**src/rtl/div_result_bcd_if.sv**
```systemverilog
// div_result_bcd_if: handshake bundle between the divider, the BCD converter
// and the display/readout consumer.
//   slave  - the converter side (takes in_*, drives out_*)
//   master - the surrounding logic (drives in_*, takes out_*)
interface div_result_bcd_if #(
    parameter int W      = 4,
    parameter int DIGITS = 2
);
    logic                  in_valid;
    logic                  in_ready;
    logic [2*W-1:0]        in_data;
    logic                  out_valid;
    logic                  out_ready;
    logic [4*DIGITS-1:0]   q_bcd;
    logic [4*DIGITS-1:0]   r_bcd;

    modport slave (
        input  in_valid, in_data, out_ready,
        output in_ready, out_valid, q_bcd, r_bcd
    );

    modport master (
        output in_valid, in_data, out_ready,
        input  in_ready, out_valid, q_bcd, r_bcd
    );
endinterface

```
**src/rtl/div_result_bcd.sv**
```systemverilog
// div_result_bcd: converts the divider's packed {quotient, remainder} byte to
// two packed BCD fields with a bit-serial double-dabble engine. The quotient is
// converted first, then the remainder; both outputs update on the same edge.
//
// Optional build macro DIV_RESULT_BCD_BLANK_EN: leading zero digits above the
// least significant digit are shown as 4'hF (blank) in q_bcd/r_bcd.
//
// state  | meaning
// IDLE   | waiting for in_valid, in_ready high
// CONV_Q | shifting quotient bits in, MSB first, W cycles
// CONV_R | shifting remainder bits in, MSB first, W cycles
// DONE   | result held on q_bcd/r_bcd, out_valid high until out_ready
module div_result_bcd #(
    parameter int W      = 4,
    parameter int DIGITS = 2
) (
    input  logic              clk,
    input  logic              rst,
    div_result_bcd_if.slave   bus
);
    localparam int BW = 4 * DIGITS;
    localparam int CW = (W > 1) ? $clog2(W) : 1;
    localparam logic [CW-1:0] CNT_LOAD = CW'(W - 1);

    function automatic longint unsigned pow10(input int n);
        longint unsigned p;
        p = 1;
        for (int i = 0; i < n; i++) begin
            p = p * 10;
        end
        return p;
    endfunction

    localparam longint unsigned MAX_FIELD = (64'd1 << W) - 64'd1;

    generate
        if (pow10(DIGITS) <= MAX_FIELD) begin : g_digits_too_small
            $fatal(1, "div_result_bcd: DIGITS too small to hold 2^W-1");
        end
    endgenerate

    typedef enum logic [1:0] {
        IDLE   = 2'd0,
        CONV_Q = 2'd1,
        CONV_R = 2'd2,
        DONE   = 2'd3
    } state_t;

    state_t           r_state;
    state_t           w_state_next;

    logic [W-1:0]     r_shift;
    logic [W-1:0]     r_rem;
    logic [BW-1:0]    r_acc;
    logic [BW-1:0]    r_q_res;
    logic [CW-1:0]    r_cnt;
    logic [BW-1:0]    r_q_bcd;
    logic [BW-1:0]    r_r_bcd;

    logic [BW-1:0]    w_adj;
    logic [BW-1:0]    w_acc_next;
    logic             w_cnt_last;
    logic             w_in_ready;
    logic             w_out_valid;

    // Display formatting applied at the moment the outputs are loaded.
    function automatic logic [BW-1:0] fmt_bcd(input logic [BW-1:0] v);
        logic [BW-1:0] res;
`ifdef DIV_RESULT_BCD_BLANK_EN
        logic lead;
`endif
        res = v;
`ifdef DIV_RESULT_BCD_BLANK_EN
        lead = 1'b1;
        for (int d = DIGITS - 1; d > 0; d--) begin
            if (lead && (v[4*d +: 4] == 4'd0)) begin
                res[4*d +: 4] = 4'hF;
            end else begin
                lead = 1'b0;
            end
        end
`endif
        return res;
    endfunction

    assign w_cnt_last = (r_cnt == '0);

    // One double-dabble step: correct every digit >= 5, then shift in the next bit.
    always_comb begin
        w_adj = r_acc;
        for (int d = 0; d < DIGITS; d++) begin
            if (w_adj[4*d +: 4] >= 4'd5) begin
                w_adj[4*d +: 4] = w_adj[4*d +: 4] + 4'd3;
            end
        end
        w_acc_next = (w_adj << 1) | BW'(r_shift[W-1]);
    end

    // State register.
    always_ff @(posedge clk) begin
        if (rst) begin
            r_state <= IDLE;
        end else begin
            r_state <= w_state_next;
        end
    end

    // Next-state and handshake outputs.
    always_comb begin
        w_state_next = r_state;
        w_in_ready   = 1'b0;
        w_out_valid  = 1'b0;
        case (r_state)
            IDLE: begin
                w_in_ready = 1'b1;
                if (bus.in_valid) begin
                    w_state_next = CONV_Q;
                end
            end
            CONV_Q: begin
                if (w_cnt_last) begin
                    w_state_next = CONV_R;
                end
            end
            CONV_R: begin
                if (w_cnt_last) begin
                    w_state_next = DONE;
                end
            end
            DONE: begin
                w_out_valid = 1'b1;
                if (bus.out_ready) begin
                    w_state_next = IDLE;
                end
            end
            default: begin
                w_state_next = IDLE;
            end
        endcase
    end

    // Conversion datapath; the bit counter counts down to a terminal zero.
    always_ff @(posedge clk) begin
        if (rst) begin
            r_shift <= '0;
            r_rem   <= '0;
            r_acc   <= '0;
            r_q_res <= '0;
            r_cnt   <= '0;
            r_q_bcd <= '0;
            r_r_bcd <= '0;
        end else begin
            case (r_state)
                IDLE: begin
                    if (bus.in_valid) begin
                        r_shift <= bus.in_data[2*W-1:W];
                        r_rem   <= bus.in_data[W-1:0];
                        r_acc   <= '0;
                        r_cnt   <= CNT_LOAD;
                    end
                end
                CONV_Q: begin
                    if (w_cnt_last) begin
                        r_q_res <= w_acc_next;
                        r_acc   <= '0;
                        r_shift <= r_rem;
                        r_cnt   <= CNT_LOAD;
                    end else begin
                        r_acc   <= w_acc_next;
                        r_shift <= r_shift << 1;
                        r_cnt   <= r_cnt - CW'(1);
                    end
                end
                CONV_R: begin
                    r_acc   <= w_acc_next;
                    r_shift <= r_shift << 1;
                    if (w_cnt_last) begin
                        r_q_bcd <= fmt_bcd(r_q_res);
                        r_r_bcd <= fmt_bcd(w_acc_next);
                    end else begin
                        r_cnt   <= r_cnt - CW'(1);
                    end
                end
                default: begin
                end
            endcase
        end
    end

    assign bus.in_ready  = w_in_ready;
    assign bus.out_valid = w_out_valid;
    assign bus.q_bcd     = r_q_bcd;
    assign bus.r_bcd     = r_r_bcd;
endmodule

```
**src/flat_wrapper.sv**
```systemverilog
// flat-port wrapper written by rule: the top's interface ports become plain ports
module div_result_bcd_flat 
#(
    parameter int W      = 4,
    parameter int DIGITS = 2
)
  (clk, rst, bus_in_valid, bus_in_data, bus_out_ready, bus_in_ready, bus_out_valid, bus_q_bcd, bus_r_bcd);
  div_result_bcd_if #(.W(W), .DIGITS(DIGITS)) bus_i ();
  input  logic clk;
  input  logic rst;
  input wire logic [$bits(bus_i.in_valid)-1:0] bus_in_valid;
  input wire logic [$bits(bus_i.in_data)-1:0] bus_in_data;
  input wire logic [$bits(bus_i.out_ready)-1:0] bus_out_ready;
  output wire logic [$bits(bus_i.in_ready)-1:0] bus_in_ready;
  output wire logic [$bits(bus_i.out_valid)-1:0] bus_out_valid;
  output wire logic [$bits(bus_i.q_bcd)-1:0] bus_q_bcd;
  output wire logic [$bits(bus_i.r_bcd)-1:0] bus_r_bcd;
  assign bus_i.in_valid = bus_in_valid;
  assign bus_i.in_data = bus_in_data;
  assign bus_i.out_ready = bus_out_ready;
  assign bus_in_ready = bus_i.in_ready;
  assign bus_out_valid = bus_i.out_valid;
  assign bus_q_bcd = bus_i.q_bcd;
  assign bus_r_bcd = bus_i.r_bcd;
  div_result_bcd #(.W(W), .DIGITS(DIGITS)) u_core (.clk(clk), .rst(rst), .bus(bus_i));
endmodule
```
**config.mk**
```make
export PLATFORM = sky130hd
export DESIGN_NAME = div_result_bcd_flat
export DESIGN_NICKNAME = d
export VERILOG_FILES = /design/src/rtl/div_result_bcd_if.sv /design/src/rtl/div_result_bcd.sv /design/src/flat_wrapper.sv
export SDC_FILE = /design/constraint.sdc
export NUM_CORES = 1
export LEC_CHECK = 0
export BUFFER_PORTS_ARGS = -buffer_cell sky130_fd_sc_hd__buf_2
export CORE_MARGIN = 5
export CORE_UTILIZATION = 56
export DETAILED_ROUTE_END_ITERATION = 8
export PLACE_DENSITY = 0.79
export SKIP_LAST_GASP = 1
export SYNTH_ARGS = -nofsm -noshare
export SYNTH_HDL_FRONTEND = slang
export SYNTH_SLANG_ARGS = --single-unit
export TNS_END_PERCENT = 50
```
**constraint.sdc**
```tcl
create_clock -name clk -period 1.9 [get_ports clk]
set_input_delay 0.095 -clock clk [delete_from_list [all_inputs] [get_ports clk]]
set_output_delay 0.095 -clock clk [all_outputs]
set_load 0.02 [all_outputs]
```
==> Yosys cells after proc, flatten, opt, wreduce, memory -nomap -nowiden <==
Cells that the tools add are included.
{ "op_classes": {"add_sub_neg": 3, "n_lt_le_gt_ge": 2, "eq_ne": 8, "n_mux": 19, "n_bitwise": 1, "reduce_logical": 9} }
{ "ops": {"columns": ["cell", "count"], "rows": [
  ["8-bit one-hot mux with 3 select lines", 1],
  ["8-bit 2-to-1 mux", 2],
  ["2-bit 2-to-1 mux", 7],
  ["4-bit 2-to-1 mux", 3],
  ["4-bit one-hot mux with 3 select lines", 1],
  ["4-bit by 3-bit >= comparator with 1-bit output (second input constant)", 2],
  ["8-bit by 1-bit OR with 8-bit output", 1],
  ["2-bit one-hot mux with 4 select lines", 1],
  ["2-bit AND reduction", 4],
  ["2-bit inequality test (second input constant)", 3],
  ["2-bit one-hot mux with 3 select lines", 1],
  ["4-bit by 2-bit adder with 4-bit output (second input constant)", 1],
  ["2-bit == test (second input constant)", 2],
  ["2-bit logical NOT", 2],
  ["2-bit by 1-bit inequality test with 1-bit output (second input constant)", 2],
  ["4-bit AND reduction", 1],
  ["3-bit by 2-bit adder with 3-bit output (second input constant)", 1],
  ["3-bit 2-to-1 mux", 1],
  ["3-bit AND reduction", 1],
  ["3-bit nonzero test", 1],
  ["2-bit by 1-bit == test with 1-bit output (second input constant)", 1],
  ["1-bit 2-to-1 mux", 2],
  ["2-bit by 1-bit subtractor with 2-bit output (second input constant)", 1]
]} }
{ "totals": {"register_bits": 44, "in_bits": 12, "out_inout_bits": 18, "elab_cells": 50} }

==> Depth between registers and ports, before layout <==
{ "logic_depth": {"word_depth": 5, "mapped_depth": 8, "mapped_depth_nobuf": 6} }

==> Least setup slack after synthesis <==
Ideal clock, no wire load.
{ "synth_timing": {"path_type": "register to register", "from": "reg u_core.r_state[0]", "to": "reg u_core.r_shift[2]", "setup_time_ps": 88, "t_arrival_ps": 1542, "required_time_ps": 1812, "setup_slack_ps": 270, "stages_incl_launch_ff": 8, "n_path_buf": 1, "period_less_slack_ps": 1630, "path_cell_list": "dfxtp_1 -> inv_1 -> ha_1 -> nand2b_2 -> and2_4 -> buf_6 -> and3_1 -> nor4_2"} }
{ "synth_via": {"elab_chain_len": 3, "word_cells_on_any_way": 7, "classes_between": "3 x eq/ne; 1 x mux; 3 x reduce/logical"} }
{ "synth_lines": {"columns": ["element", "line_no", "rtl"], "rows": [
  ["from (decl)", "div_result_bcd.sv:49", "state_t r_state;"],
  ["from (signal assigned)", "div_result_bcd.sv:104", "r_state <= w_state_next;"],
  ["2-bit by 1-bit == test with 1-bit output (tied with other cells)", "div_result_bcd.sv:153", "case (r_state)"],
  ["3-bit nonzero test (no source line) / 2-bit inequality test (equally long branches)", null, null],
  ["2-bit AND reduction (no source line)", null, null],
  ["to (signal assigned)", "div_result_bcd.sv:156", "r_shift <= bus.in_data[2*W-1:W];"],
  ["to (signal assigned)", "div_result_bcd.sv:166", "r_shift <= r_rem;"],
  ["to (signal assigned)", "div_result_bcd.sv:170", "r_shift <= r_shift << 1;"],
  ["to (decl)", "div_result_bcd.sv:52", "logic [W-1:0] r_shift;"]
]} }
Parallel ways exist; a longest one is shown, timed or not.
A chain may end at the register's enable or synchronous reset.

==> Worst setup path after layout <==
{ "layout_timing": {"from": "reg u_core.r_state[1]", "to": "reg u_core.r_acc[6]"} }
{ "layout_via": {"elab_chain_len": 3, "word_cells_on_any_way": 7, "classes_between": "3 x eq/ne; 1 x mux; 3 x reduce/logical"} }
{ "layout_lines": {"columns": ["element", "line_no", "rtl"], "rows": [
  ["2-bit by 1-bit == test with 1-bit output (tied with other cells)", "div_result_bcd.sv:153", null],
  ["3-bit nonzero test (no source line) / 2-bit inequality test (equally long branches)", null, null],
  ["2-bit AND reduction (no source line)", null, null],
  ["to (signal assigned)", "div_result_bcd.sv:169", "r_acc <= w_acc_next;"],
  ["to (signal assigned)", "div_result_bcd.sv:175", "r_acc <= w_acc_next;"],
  ["to (decl)", "div_result_bcd.sv:54", "logic [BW-1:0] r_acc;"]
]} }
Parallel ways exist; a longest one is shown, timed or not.

==> out/results.tsv <==
stage	metric	value	unit
yosys	yosysTopAreaCell	dfxtp_1	
global_route	grt_max_degree	37	
power	p_sw_share	38.1	%
timing	fmax	597	MHz
routing	wl_met1	2020	um
routing	ant_nets	0	
global_route	first_global_vias	1560	
power	p_leak	0.000875	uW
yosys	synth_warnings	0	
power	p_seq_share	39.8	%
layout	register_area	881	um2
worst_setup_path	criticalPathCategory	flop to flop	
power	internal-power	1780	uW
place	finalWeightedCongestion	0.778	
global_route	grt_antenna_before_repair	0	
yosys	synthTopCellsByCount	dfxtp_1 (44), nand2_1 (29), a21oi_1 (24), nor2_1 (12), o21ai_0 (12)	
timing	worst_pin_slew	0.556	ns
yosys	synth.distinct_cells	35	
layout	diodes	0	
routing	wl_met2	1870	um
power	pwr-share-comb	39.5	%
timing	rsz0062_at_grt	false	
routing	drt_wl_total	4150	um
clock_tree	cts_root_buf	clkbuf_4	
yosys	syn-cell-area	0.00199	mm2
routing	wl_per_cell	13.7	um
place	portBuffers	29	
routing	wl_met3	167	um
clock_tree	cts-buffers-inserted	5	
yosys	synth_ff_type	dfxtp_1	
yosys	ys_ff_latch	44	
global_route	grt_pass1_wl	7190	um
routing	drt_iter0_markers	115	
layout	fill_cells	304	
global_route	grtUsageTotal	18.1	%
yosys	syn_inst	227	
timing	period_needed	1.67	ns
timing	hold-worst-slack	0.0134	ns
layout	drive_gt1_share	19.8	%
worst_setup_path	worst-path-max-fanout	9	
power	power.total	2870	uW
hold_path	hp-class	input port to flop	
timing	skew	0.00548	ns
yosys	syn_nets	248	
timing	relSlewSlack	62.9	%
yosys	synth-async-reset-ratio	0	%
power	powerDensity	1270	mW/mm2
routing	num_vias	1676	
yosys	synthTopCellsByArea	dfxtp_1 (44%), a21oi_1 (6.0%), ha_1 (5.6%), nand2_1 (5.5%), nand3b_1 (4.1%)	
floorplanning	rows	21	
yosys	synth_top_cell_area_share	44.2	%
worst_setup_path	end_kind	flop	
clock_tree	cts_sinks	44	
routing	via_per_inst	5.53	
clock_tree	clk_latency	0.35	ns
clock_tree	clk_path_buf_depth	2	
timing	finalHoldViolCount	0	
layout	instances_no_fill	303	
layout	nNetsFinal	277	
layout	areaGrowthSynthToFinish	13.8	%
timing	slew_viol_final	0	
routing	dr.pass1.iters	4	
place	hpwl	2860	um
power	clockPowerShare	20.7	%
floorplanning	boundaryPins	30	
clock_tree	postCtsSetupBuffers	0	
worst_setup_path	cp-start-kind	flop	
power	ir_worst_vdd	853	uV
clock_tree	cts_resized	0	
yosys	synth_edf_count	0	
yosys	ys_seq_area_share	44.2	%
worst_setup_path	worstPathArrival	1.96	ns
global_route	grt-ovfl-total	0	
floorplanning	die_h	69.7	um
routing	drc	0	
floorplanning	start_util	58.8	%
power	netSwitchingPower	1100	uW
timing	setup-violations-final	0	
timing	finalSetupTns	0	ns
floorplanning	die_area	0.00485	mm2
clock_tree	htree_levels	2	
floorplanning	core	0.00339	mm2
place	dp_cells	291	
clock_tree	cts_tree	built	
yosys	syn_area_per_cell	8.79	um2
routing	dr.max_layer_used	met4	
run_status	status	finished, final reports clean	
timing	fin_crit_sh	88.2	%
floorplanning	die_w	69.7	um
layout	fin_util	67.0	%
clock_tree	clkTransAtPathRegs	0.13	ns
job	maxCapViolCount	0	
worst_setup_path	cp.required	2.19	ns
layout	multi_input_area	995	um2
yosys	synth.most_common_cell	dfxtp_1	
==> power by group through the flow <==
| stage | Combinational [uW] | Clock (uW) | Sequential [uW] |
|---|---|---|---|
| final | 1130 | 595 | 1140 |
| after global routing | 1270 | 646 | 1160 |
| after CTS | 1130 | 608 | 1140 |
| after detailed placement | 1120 | 0 | 1160 |
| after global placement | 1100 | 0 | 1160 |
| after floorplan | 920 | 0 | 1160 |
==> per-layer routing <==
| metal | up-vias | track usage (%) |
|---|---|---|
| met5 | - | 0 |
| met4 | 0 | 7.66 |
| met3 | 10 | 4.20 |
| met2 | 26 | 27.9 |
| met1 | 782 | 24.1 |
| li1 | 858 | - |
==> worst max-delay path, stage by stage, from the launching register on <==
cell,delay [ns]
dfxtp_1,0.37
inv_1,0.09
ha_1,0.33
nor2b_1,0.18
o21a_1,0.24
nand3b_1,0.21
o21ai_0,0.19
==> final timing paths <==
| check | from | end | slack [ns] | cells past startpoint |
|---|---|---|---|---|
| min reg2reg | u_core.r_q_res[3]$_SDFFE_PP0P_ | u_core.bus.q_bcd[3]$_SDFFE_PP0P_ | 0.46 | 2 |
| min | bus_in_data[7] | u_core.r_shift[3]$_SDFFE_PP0P_ | 0.01 | 3 |
| max | u_core.r_state[1]$_SDFFE_PP0P_ | u_core.r_acc[6]$_SDFFE_PP0P_ | 0.23 | 6 |
| max reg2reg | u_core.r_state[1]$_SDFFE_PP0P_ | u_core.r_acc[6]$_SDFFE_PP0P_ | 0.23 | 6 |
==> final cells by class <==
class                           instances  share of cell area (%)
Clock inverter                          3                    2.04
Timing Repair Buffer                   37                    9.48
Sequential cell                        44                    38.8
Inverter                               10                    1.65
Clock buffer                            5                    1.65
Multi-Input combinational cell        158                    43.8
Tap cell                               46                    2.54
==> cell families (layout without fill, tap and decap cells) <==
| kind of cell | count (synthesis) | after routing | share of synthesized area (%) |
|---|---|---|---|
| buf+inv | 25 | 55 | 5.96 |
| mux | 6 | 6 | 3.32 |
| flops | 44 | 44 | 44.2 |
| compound gates | 58 | 58 | 17.7 |
| simple gates | 83 | 83 | 22.3 |
| xor+xnor | 2 | 2 | 0.878 |
| fa+ha+maj | 9 | 9 | 5.65 |
==> stage by stage <==
step                      instance area (um2)  setup WS (ns)
after global routing                     2270          0.100
after detailed placement                 2150          0.270
after global placement                   2150          0.321
after floorplan                          1990          0.270
after CTS                                2270          0.236
final                                    2270          0.225
==> flip-flops by register name, summed over array words and instances, names as in the netlist <==
name and cells:
u_core.bus.q_bcd 8, u_core.r_state 2, u_core.r_rem 4, u_core.r_cnt 2
u_core.r_q_res 8, u_core.r_acc 8, u_core.r_shift 4, u_core.bus.r_bcd 8
==> layout by cell type, fill, tap and decap left out, types with 4 or more instances in the layout <==
| cell type | n |
|---|---|
| nand3b_1 | 11 |
| dlygate4sd3_1 | 4 |
| a211oi_1 | 7 |
| a21oi_1 | 24 |
| nor3_1 | 5 |
| clkbuf_4 | 5 |
| nand2b_1 | 4 |
| inv_1 | 10 |
| buf_4 | 4 |
| ha_1 | 9 |
| dfxtp_1 | 44 |
| nand2_1 | 29 |
| nor2_1 | 12 |
| o21ai_0 | 12 |
| buf_2 | 29 |
| mux2_2 | 5 |
| a22oi_1 | 5 |
| nand3_1 | 5 |
==> timing repair <==
item | 4_1_cts | 5_1_grt
hold buffers | 4 | 0
endpoints found under the setup margin | 0 | 0
endpoints found under the hold margin | 4 | 0
No activity file was read; power rests on OpenSTA's default activity.
